File: src/rtl/mine_placer.sv
// mine_placer: LFSR-driven mine placement that feeds the mine and
// adjacency boards through a shared one-cycle write strobe.
module mine_placer #(
  parameter int width = 8,
  parameter int height = 8,
  parameter int numMines = 10,
  parameter logic [15:0] seed = 16'hACE1
) (
  input  logic clk,
  input  logic reset,
  input  logic start,
  input  logic safeEn,
  input  logic [$clog2(width)-1:0] safeX,
  input  logic [$clog2(height)-1:0] safeY,
  output logic [$clog2(width)-1:0] readX,
  output logic [$clog2(height)-1:0] readY,
  input  logic readValue,
  output logic [$clog2(width)-1:0] placeX,
  output logic [$clog2(height)-1:0] placeY,
  output logic placeEn,
  output logic busy,
  output logic done,
  output logic [$clog2(width*height+1)-1:0] minesPlaced
);

  localparam int WX = $clog2(width);
  localparam int WY = $clog2(height);
  localparam int CELLS = width * height;
  localparam int WC = $clog2(CELLS + 1);
  localparam logic [15:0] SEED = (seed == 16'd0) ? 16'hACE1 : seed;
  localparam int LIM0 = (numMines < CELLS) ? numMines : CELLS;
  localparam int LIM1 = (numMines < CELLS - 1) ? numMines : CELLS - 1;
  localparam logic [WC-1:0] T0 = WC'(LIM0);
  localparam logic [WC-1:0] T1 = WC'(LIM1);

  typedef enum logic [2:0] {IDLE, GEN, CHECK, PLACE, DONE} state_t;

  state_t state, nextState;
  logic [15:0] lfsr;
  logic fb;
  logic [WX-1:0] candX, safeXL;
  logic [WY-1:0] candY, safeYL;
  logic safeEnL;
  logic [WC-1:0] target, startTarget;
  logic startOk, inRange, isSafe, accept;

  assign fb = lfsr[15] ^ lfsr[13] ^ lfsr[12] ^ lfsr[10];
  assign target = safeEnL ? T1 : T0;
  assign startTarget = safeEn ? T1 : T0;
  assign startOk = start && (state == IDLE || state == DONE);
  assign inRange = (int'(candX) < width) && (int'(candY) < height);
  assign isSafe = safeEnL && candX == safeXL && candY == safeYL;
  assign accept = inRange && !readValue && !isSafe;

  assign readX = candX;
  assign readY = candY;
  assign busy = state inside {GEN, CHECK, PLACE};
  assign done = state == DONE;
  assign placeEn = state == PLACE;

  always_ff @(posedge clk or posedge reset) begin
    if (reset) begin
      state <= IDLE;
      lfsr <= SEED;
      candX <= '0;
      candY <= '0;
      placeX <= '0;
      placeY <= '0;
      minesPlaced <= '0;
      safeEnL <= 1'b0;
      safeXL <= '0;
      safeYL <= '0;
    end else begin
      state <= nextState;
      lfsr <= {lfsr[14:0], fb};
      if (state == GEN) begin
        candX <= lfsr[WX-1:0];
        candY <= lfsr[WX+WY-1:WX];
      end
      if (startOk) begin
        safeEnL <= safeEn;
        safeXL <= safeX;
        safeYL <= safeY;
        minesPlaced <= '0;
      end
      if (state == CHECK && accept) begin
        placeX <= candX;
        placeY <= candY;
      end
      // saturate so a stray PLACE can never wrap the count
      if (state == PLACE && minesPlaced != target)
        minesPlaced <= minesPlaced + WC'(1);
    end
  end

  always_comb begin
    nextState = state;
    unique case (state)
      IDLE, DONE:
        if (startOk)
          nextState = (startTarget == '0) ? DONE : GEN;
      GEN:   nextState = CHECK;
      CHECK: nextState = accept ? PLACE : GEN;
      PLACE:
        nextState = (minesPlaced + WC'(1) == target) ? DONE : GEN;
      default: nextState = IDLE;
    endcase
  end

endmodule

File: config.mk
export PLATFORM = sky130hd
export DESIGN_NAME = mine_placer
export DESIGN_NICKNAME = d
export VERILOG_FILES = /design/src/rtl/mine_placer.sv
export SDC_FILE = /design/constraint.sdc
export NUM_CORES = 1
export LEC_CHECK = 0
export BUFFER_PORTS_ARGS = -buffer_cell sky130_fd_sc_hd__buf_2
export CORE_ASPECT_RATIO = 1.2
export CORE_MARGIN = 1
export CORE_UTILIZATION = 58
export CTS_CLUSTER_SIZE = 8
export DETAILED_ROUTE_END_ITERATION = 6
export PLACE_DENSITY = 0.81
export SYNTH_ARGS = -nofsm -noshare
export SYNTH_HDL_FRONTEND = slang
export SYNTH_SLANG_ARGS = --single-unit
export TNS_END_PERCENT = 10
File: constraint.sdc
create_clock -name clk -period 2.65 [get_ports clk]
set_input_delay 0.53 -clock clk [delete_from_list [all_inputs] [get_ports clk]]
set_output_delay 0.53 -clock clk [all_outputs]
set_load 0.01 [all_outputs]
==> results.py, run 1 <==
metrics = {
    "sta": {
        "period_minus_slack_ns": 1.966,
        "worst_hold_check_slack_ns": 0.2745,
        "max-slew-margin-rel_pct": 58.56,
        "final.setup.worst_slack_ns": 0.6842,
        "max_freq_mhz": 508.7,
        "worst_slew_pin_slew_ns": 0.6189,
        "unrepaired_setup_endpoints_after_global_routing": "no",
        "clock-skew-final_ns": 0.009756,
        "finalHoldViolCount": 0,
        "setup_viol": 0,
        "post-route-period-util_pct": 74.18,
        "fin_tns_setup_ns": 0,
        "final-max-slew-violation-count": 0,
    },
    "route": {
        "antenna_violating_nets_post_route": 0,
        "drc": 0,
        "via_per_inst": 5.722,
        "num_vias": 1213,
        "routed_wl_um": 3480,
        "wire_per_inst_um": 16.42,
        "drt_iter0_drc": 30,
        "first_pass_iteration_count_of_the_detailed_router": 4,
    },
    "clock_network": {
        "h-tree-depth": 2,
        "clock_latency_ns": 0.37,
        "cts_root_buf": "clkbuf_4",
        "clk_transition_reported_paths_ns": 0.14,
        "post_cts_setup_buffers": 0,
        "clockBufferDepth": 2,
        "cts_tree": "done",
        "hold_buffers": 0,
        "cts_buf_count": 5,
        "numClockSinks": 45,
        "postCtsResizedCells": 0,
    },
    "setup_path": {
        "critical-path-slowest-cell": "or4_1",
        "critical-path-max-stage-delay_ns": 0.72,
        "criticalPathCategory": "flop to flop",
        "critPathLaunchType": "flop",
        "cp_data_arrival_time_ns": 2.24,
        "element_type_at_the_critical_path_end": "flop",
        "timing.critical_path.cells": "xnor2_1 > nand4_1 > nor4_1 > or4_1 > mux2_4",
        "worst_path_required_time_ns": 2.93,
        "critical_path_peak_fanout": 7,
    },
    "grt": {
        "grt.total_usage_pct": 23.82,
        "grt_pass1_wl_um": 5526,
        "grt_max_degree": 46,
        "antenna_violations_before_repair": 0,
        "globalRoute.totalOverflow": 0,
        "grt_pass1_vias": 1183,
    },
    "yosys": {
        "netlist_top_cells_count": "dfrtp_1, mux2_2, o21ai_0",
        "post-synth-top-count-cell": "dfrtp_1",
        "synth-seq-cells": 45,
        "post_synth.cell_area_avg_sq_um": 13.36,
        "unique_cell_type_count_in_the_yosys_netlist": 31,
        "yosysSeqAreaShare_pct": 61.60,
        "yosysWarnings": 0,
        "netlist_top_cells_area": "dfrtp_1, dfstp_2, mux2_2, mux2_4, xnor2_1",
        "ys.flop_type": "dfrtp_1",
        "syn-cell-area_sq_um": 1844,
        "synth_enable_flop_cells": 0,
        "asyncSetResetFlopFracSynth_pct": 100.0,
        "yosysTopAreaCellShare_pct": 50.20,
        "synth_cells": 138,
        "yosysTopAreaCell": "dfrtp_1",
        "synth.net_count": 152,
    },
    "place": {
        "pre_cts_ws_ns": 0.6912,
        "place_congestion": 0.7768,
        "port_buffers": 32,
        "dp.final_hpwl_um": 2384,
    },
    "die": {
        "core_region_area_sq_um": 3055,
        "die_outline_area_sq_um": 3410,
        "design.portCount": 33,
        "start_util_pct": 60.36,
        "die_w_um": 53.48,
        "dieHeight_um": 63.77,
        "std_cell_rows": 22,
    },
    "final_layout": {
        "largest_reg_flops": 16,
        "insertedDiodeCount": 0,
        "largest_registers_in_the_final_layout": "lfsr (16), minesPlaced (7)",
        "registers.top_by_ff_count": "lfsr",
        "fillCellCount": 240,
        "finalNetCount": 189,
        "drive_above_1_share_pct": 40.91,
        "layout-area-overhead-vs-synth_pct": 15.26,
        "area.sequential_sq_um": 1136,
        "area_taken_by_multi_input_logic_gates_sq_um": 663.1,
    },
    "power_and_ir_drop": {
        "irDropWorstVdd_mv": 0.6270,
        "power_density_nw_per_um2": 844.4,
        "p_leak_nw": 1.082,
        "design_power_total_mw": 1.795,
    },
    "min_path": {
        "timing.hold.worst.class": "primary input to async pin",
    },
    "outcome": {
        "run_status": "finished, final reports clean",
    },
    "job": {
        "maxCapViolations": 0,
    },
}
## worst max-delay path, delay by kind of cell (launching register included)
family | cells | cell delay (ns)
multiplexers | 1 | 0.39
flip-flops | 1 | 0.46
AND/OR/NAND/NOR | 3 | 0.87
XOR/XNOR | 1 | 0.16
## report_power, final
part	switching, mW	total [mW]	internal (mW)	leakage, nW
Combinational	0.248	0.467	0.219	0.458
Clock	0.240	0.447	0.207	0.0473
Sequential	0.0988	0.881	0.782	0.577
## routing by layer
layer,GRT usage [%],vias to the layer above,wire length [um]
met3,5.000,10,116
met4,13.82,0,96
met1,28.62,617,1427
met2,38.44,35,1841
met5,0,-,0
li1,-,551,-
## cells by family (layout without fill, tap and decap cells)
group / Yosys count / after routing / synth area share (%)
DFF: 45 / 45 / 61.60
buffers and inverters: 10 / 48 / 2.443
AOI/OAI and AO/OA: 19 / 19 / 6.378
muxes: 19 / 19 / 12.82
xor gates and xnor gates: 11 / 11 / 5.224
and+or+nand+nor: 31 / 31 / 9.499
adders and majority gates: 3 / 3 / 2.035
## per-stage QoR
step | area, sq um | utilization, % | cells
after floorplan | 1844 | - | 138
after global placement | 2038 | 66.71 | 204
after detailed placement | 2038 | 66.71 | 204
after CTS | 2126 | 69.57 | 212
after global routing | 2126 | 69.57 | 212
final | 2126 | 69.57 | 212
## cell usage in the layout (no fill, tap or decap), types with 2 or more instances in the layout
cell type,instances
buf_2,32
nand3_1,4
o21ai_0,9
nor2b_1,3
nand3b_1,2
a21oi_1,2
xor2_1,5
dfrtp_1,37
nand2_1,6
o31ai_1,3
nor4_1,2
mux2_2,13
nand2b_1,2
nor2_1,5
ha_1,3
mux2_4,6
clkbuf_4,5
inv_1,7
xnor2_1,6
dfstp_2,8
a31o_2,2
## path summary, 6_finish.rpt
path	depth (start not counted)	from	slack, ns	end
min in group clk	2	start	0.35	state[2]
hold / removal	3	reset	0.27	minesPlaced[2]
max in group asynchronous	3	reset	1.99	lfsr[5]
hold reg to reg	0	lfsr[9]	0.37	lfsr[10]
setup reg to reg	5	readX[0]	0.68	placeY[1]
setup / recovery	5	readX[0]	0.68	placeY[1]
## final cells by class
cell class                      count  share of cell area, %
Inverter                            7                  1.236
Timing Repair Buffer               33                  7.887
Sequential cell                    45                  53.44
Clock inverter                      3                  2.354
Tap cell                           36                  2.119
Multi-Input combinational cell     83                  31.19
Clock buffer                        5                  1.766
Power figures use the tool's default switching activity.
==> run 2: changes to the inputs <==
CORE_UTILIZATION = 49   (was 58)
PLACE_DENSITY = 0.73   (was 0.81)
clock period = 1.6 ns   (was 2.65 ns; I/O delays follow)
==> results.py, run 2 (synthesis results as in run 1) <==
metrics = {
    "outcome": {
        "failed_checks": "DRC, setup timing",
        "run_status": "finished with violations",
    },
    "route": {
        "drt_iter0_drc": 23,
        "first_pass_iteration_count_of_the_detailed_router": 6,
        "routed_wl_um": 3594,
        "via_per_inst": 5.276,
        "drc": 2,
        "num_vias": 1224,
        "wire_per_inst_um": 15.49,
        "antenna_violating_nets_post_route": 0,
    },
    "grt": {
        "grt_max_degree": 29,
        "grt_pass1_vias": 1288,
        "antenna_violations_before_repair": 0,
        "grt_pass1_wl_um": 6134,
        "grt.total_usage_pct": 20.62,
        "globalRoute.totalOverflow": 0,
    },
    "clock_network": {
        "clock_latency_ns": 0.30,
        "post_cts_setup_buffers": 0,
        "h-tree-depth": 2,
        "cts_root_buf": "clkbuf_8",
        "clk_transition_reported_paths_ns": 0.09,
        "cts_tree": "done",
        "hold_buffers": 0,
        "clockBufferDepth": 2,
        "numClockSinks": 45,
        "cts_buf_count": 5,
    },
    "setup_path": {
        "worst_path_required_time_ns": 1.79,
        "critical_path_peak_fanout": 7,
        "regToRegSetupSlack_ns": -0.13,
        "element_type_at_the_critical_path_end": "flop",
        "criticalPathCategory": "flop to flop",
        "critPathLaunchType": "flop",
        "cp_data_arrival_time_ns": 1.91,
    },
    "sta": {
        "final-max-slew-violation-count": 0,
        "max-slew-margin-rel_pct": 76.52,
        "worst_hold_check_slack_ns": 0.03409,
        "unrepaired_setup_endpoints_after_global_routing": "yes",
        "clock-skew-final_ns": 0.005596,
        "setup_viol": 8,
        "max_freq_mhz": 579.4,
        "post-route-period-util_pct": 107.9,
        "worst_slew_pin_slew_ns": 0.3522,
        "final.setup.worst_slack_ns": -0.1259,
        "finalHoldViolCount": 0,
        "period_minus_slack_ns": 1.726,
    },
    "final_layout": {
        "layout-area-overhead-vs-synth_pct": 24.08,
        "leading_cell_type_in_the_layout_fill_and_taps_excluded": "dfrtp_1",
        "final_cell_mix": "dfrtp_1, buf_2, buf_4",
        "final_cell_area_sq_um": 2288,
        "largest_reg_flops": 16,
        "final-instance-count-excl-fill": 232,
        "fin_util_pct": 63.51,
        "fillCellCount": 297,
        "drive_above_1_share_pct": 48.19,
        "registers.top_by_ff_count": "lfsr",
        "finalNetCount": 206,
        "insertedDiodeCount": 0,
        "largest_registers_in_the_final_layout": "lfsr (16), minesPlaced (7)",
    },
    "job": {
        "maxCapViolations": 0,
    },
    "place": {
        "place_area_sq_um": 2172,
        "post_place_cells": 224,
        "port_buffers": 32,
        "dp.final_hpwl_um": 2696,
        "place_congestion": 0.8583,
    },
    "power_and_ir_drop": {
        "clock_power_share_pct": 22.5,
        "combinational_group_share_of_total_power_pct": 31.1,
        "seqPwrFrac_pct": 46.4,
        "swShare_pct": 32.32,
        "p_int_mw": 2.105,
        "irDropWorstVdd_mv": 0.7524,
        "p_leak_nw": 1.169,
        "design_power_total_mw": 3.110,
        "power_density_nw_per_um2": 1359,
        "p_switching_mw": 1.005,
    },
    "die": {
        "die_w_um": 58.01,
        "core_region_area_sq_um": 3603,
        "std_cell_rows": 24,
        "dieHeight_um": 69.21,
        "design.portCount": 33,
        "start_util_pct": 51.18,
        "die_outline_area_sq_um": 4014,
    },
    "min_path": {
        "timing.hold.worst.class": "primary input to async pin",
    },
}
## run 2: path summary, 6_finish.rpt
check                          from         to  cells past startpoint
setup / recovery           readX[1]  placeX[1]                      6
hold / removal                reset    lfsr[9]                      3
setup reg to reg           readX[1]  placeX[1]                      6
hold reg to reg             lfsr[6]    lfsr[7]                      0
max in group asynchronous     reset   state[2]                      3
min in group clk              start   state[2]                      2
## run 2: power by group through the flow
stage / Clock (mW) / Sequential [mW] / Combinational [mW]
CTS: 0.720 / 1.44 / 0.947
floorplan: 0 / 1.46 / 0.584
global route: 0.760 / 1.47 / 1.07
detailed placement: 0 / 1.46 / 0.926
finish: 0.698 / 1.44 / 0.967
global placement: 0 / 1.44 / 0.889
## run 2: area by class of cell
cell class | instances | area, sq um | area share (%)
Inverter | 7 | 26.28 | 1.148
Tap cell | 39 | 48.80 | 2.132
Sequential cell | 45 | 1137 | 49.70
Clock buffer | 6 | 72.57 | 3.171
Timing Repair Buffer | 50 | 302.8 | 13.23
Multi-Input combinational cell | 83 | 684.4 | 29.91
Clock inverter | 2 | 16.27 | 0.7108
## run 2: worst max-delay path, cell delays in order, from the launching register on
cell and delay, ns:
dfrtp_1 0.40, xnor2_1 0.13, nand4_1 0.10, nor4_1 0.05
or4_1 0.48, buf_6 0.16, mux2_4 0.29
## run 2: per-stage QoR
step	TNS (ns)	setup WS, ns
2_1_floorplan	-0.7991	-0.1174
3_3_place_gp	-0.4951	-0.08173
5_1_grt	-1.453	-0.2401
4_1_cts	-0.8008	-0.1326
6_report	-0.9409	-0.1259
3_5_place_dp	-0.7976	-0.1238
## run 2: what timing repair did
item                                    in CTS  in global routing
pin swaps                                    1                  1
gates resized for setup                      4                  7
endpoints found under the setup margin      12                 13
## run 2: metal layers
layer	routed length, um	vias up	global-route usage (%)
met5	0	-	0
met4	63	0	7.937
met3	131	7	4.291
met2	1866	26	34.61
met1	1533	606	25.80
li1	-	585	-
==> run 3: changes to the inputs <==
ABC_AREA = 1   (was not set)
==> results.py, run 3 <==
metrics = {
    "outcome": {
        "run_status": "finished, final reports clean",
    },
    "grt": {
        "grt_max_degree": 46,
        "globalRoute.totalOverflow": 0,
        "antenna_violations_before_repair": 0,
        "grt_pass1_wl_um": 5692,
        "grt_pass1_vias": 1275,
        "grt.total_usage_pct": 18.85,
    },
    "yosys": {
        "yosysTopAreaCell": "dfrtp_1",
        "synth_cells": 193,
        "post-synth-top-count-cell": "nand2_1",
        "synth.net_count": 207,
        "netlist_top_cells_count": "nand2_1, dfrtp_1, inv_1, nand3_1, nor2_1",
        "post_synth.cell_area_avg_sq_um": 9.757,
        "synth_enable_flop_cells": 0,
        "ys.flop_type": "dfrtp_1",
        "yosysTopAreaCellShare_pct": 49.17,
        "asyncSetResetFlopFracSynth_pct": 100.0,
        "netlist_top_cells_area": "dfrtp_1, dfstp_2, nand2_1, nand3_1, inv_1",
        "synth-seq-cells": 45,
        "syn-cell-area_sq_um": 1883,
        "yosysWarnings": 0,
        "unique_cell_type_count_in_the_yosys_netlist": 24,
        "yosysSeqAreaShare_pct": 60.33,
    },
    "power_and_ir_drop": {
        "p_switching_mw": 1.396,
        "design_power_total_mw": 3.772,
        "clock_power_share_pct": 22.6,
        "irDropWorstVdd_mv": 1.150,
        "p_leak_nw": 1.201,
        "swShare_pct": 37.00,
        "p_int_mw": 2.377,
        "power_density_nw_per_um2": 1654,
        "combinational_group_share_of_total_power_pct": 34.8,
        "seqPwrFrac_pct": 42.6,
    },
    "clock_network": {
        "clockBufferDepth": 2,
        "cts_buf_count": 5,
        "clock_latency_ns": 0.30,
        "cts_tree": "done",
        "numClockSinks": 45,
        "h-tree-depth": 2,
        "cts_root_buf": "clkbuf_8",
        "clk_transition_reported_paths_ns": 0.09,
    },
    "final_layout": {
        "largest_registers_in_the_final_layout": "lfsr (16), minesPlaced (7)",
        "drive_above_1_share_pct": 30.67,
        "registers.top_by_ff_count": "lfsr",
        "fillCellCount": 333,
        "insertedDiodeCount": 0,
        "finalNetCount": 251,
        "fin_util_pct": 62.26,
        "largest_reg_flops": 16,
        "layout-area-overhead-vs-synth_pct": 21.13,
        "leading_cell_type_in_the_layout_fill_and_taps_excluded": "nand2_1",
        "final_cell_mix": "nand2_1, dfrtp_1, buf_2",
    },
    "route": {
        "via_per_inst": 4.793,
        "antenna_violating_nets_post_route": 0,
        "routed_wl_um": 3397,
        "met2RoutedLength_um": 1593,
        "num_vias": 1390,
        "m1WireLength_um": 1563,
        "wire_per_inst_um": 11.71,
        "drc": 0,
        "wl_met3_um": 180,
        "highest-signal-layer": "met4",
        "first_pass_iteration_count_of_the_detailed_router": 4,
        "drt_iter0_drc": 73,
    },
    "die": {
        "dieHeight_um": 69.91,
        "die_outline_area_sq_um": 4096,
        "std_cell_rows": 24,
        "core_region_area_sq_um": 3664,
        "design.portCount": 33,
        "start_util_pct": 51.40,
        "die_w_um": 58.59,
    },
    "setup_path": {
        "critical_path_peak_fanout": 6,
        "cp_data_arrival_time_ns": 1.21,
        "element_type_at_the_critical_path_end": "output pin",
        "critical-path-slowest-cell": "dfrtp_2",
        "critPathLaunchType": "flop",
        "criticalPathCategory": "flop to output pin",
        "critical-path-max-stage-delay_ns": 0.45,
        "worst_path_required_time_ns": 1.28,
        "timing.critical_path.cells": "nor2_2 > nand2_1 > inv_2 > buf_6",
    },
    "job": {
        "maxCapViolations": 0,
    },
    "sta": {
        "final.setup.worst_slack_ns": 0.06993,
        "final-max-slew-violation-count": 0,
        "max_freq_mhz": 653.6,
        "finalHoldViolCount": 0,
        "worst_slew_pin_slew_ns": 0.2935,
        "worst_hold_check_slack_ns": 0.06486,
        "unrepaired_setup_endpoints_after_global_routing": "no",
        "fin_tns_setup_ns": 0,
        "clock-skew-final_ns": 0.007297,
        "post-route-period-util_pct": 95.63,
        "period_minus_slack_ns": 1.530,
        "max-slew-margin-rel_pct": 80.39,
        "setup_viol": 0,
    },
    "place": {
        "pre_cts_ws_ns": 0.2017,
        "port_buffers": 32,
        "place_congestion": 0.8779,
        "dp.final_hpwl_um": 2419,
    },
    "min_path": {
        "timing.hold.worst.class": "primary input to async pin",
    },
}
## run 3: cell families after synthesis
logic type               after synthesis  synth area share [%]
AO/OA/AOI/OAI                         18                 5.183
flip-flops                            45                 60.33
multiplexers                           3                 1.794
adder cells (fa/ha/maj)                3                 1.994
AND/OR/NAND/NOR                       97                 23.99
buffers and inverters                 22                 4.385
XOR/XNOR                               5                 2.326
## run 3: worst max-delay path, delay by kind of cell, from the launching register on
kind / cells / cell delay (ns)
flip-flops: 1 / 0.45
buffers and inverters: 2 / 0.24
AND/OR/NAND/NOR: 2 / 0.21
## run 3: final cells by class
cell class                 count  area (sq um)  share of cell area (%)
sequential                    45          1139                   49.92
multi-input combinational    126         666.9                   29.24
timing repair buffer          37         216.5                   9.490
inverter                      22         82.58                   3.620
clock buffer                   6         72.57                   3.182
tap                           52         65.06                   2.852
clock inverter                 2         38.79                   1.700
## run 3: power groups by stage
stage               registers, mW  clock network, mW  logic (mW)
finish                       1.61              0.853        1.31
global route                 1.65              0.915        1.50
CTS                          1.61              0.875        1.31
detailed placement           1.64                  0        1.25
global placement             1.63                  0        1.24
floorplan                    1.66                  0       0.826
## run 3: path summary, 6_finish.rpt
check                          startpoint        end  slack (ns)  depth (start not counted)
setup / recovery                 state[2]    placeEn        0.07                          4
hold / removal                      reset   lfsr[14]        0.06                          3
setup reg to reg           minesPlaced[0]   state[0]        0.18                         10
hold reg to reg                   lfsr[9]   lfsr[10]        0.35                          0
max in group asynchronous           reset    lfsr[7]        1.27                          3
min in group clk                 safeX[0]  safeXL[0]        0.22                          3
## run 3: layer usage
layer | global-route usage [%] | vias up
met5 | 0 | -
met4 | 7.937 | 0
met1 | 25.38 | 636
met3 | 5.000 | 7
met2 | 28.74 | 41
li1 | - | 706
## run 3: repair_timing
action / in CTS / in global routing
setup buffers: 2 / 0
gates resized for setup: 1 / 3
hold buffers: 0 / 0
setup endpoints to repair: 1 / 2
pin swaps: 0 / 0
## run 3: through the flow
| step | cells | area, sq um |
|---|---|---|
| floorplan | 193 | 1883 |
| global placement | 280 | 2143 |
| detailed placement | 280 | 2143 |
| CTS | 290 | 2271 |
| global route | 290 | 2281 |
| finish | 290 | 2281 |
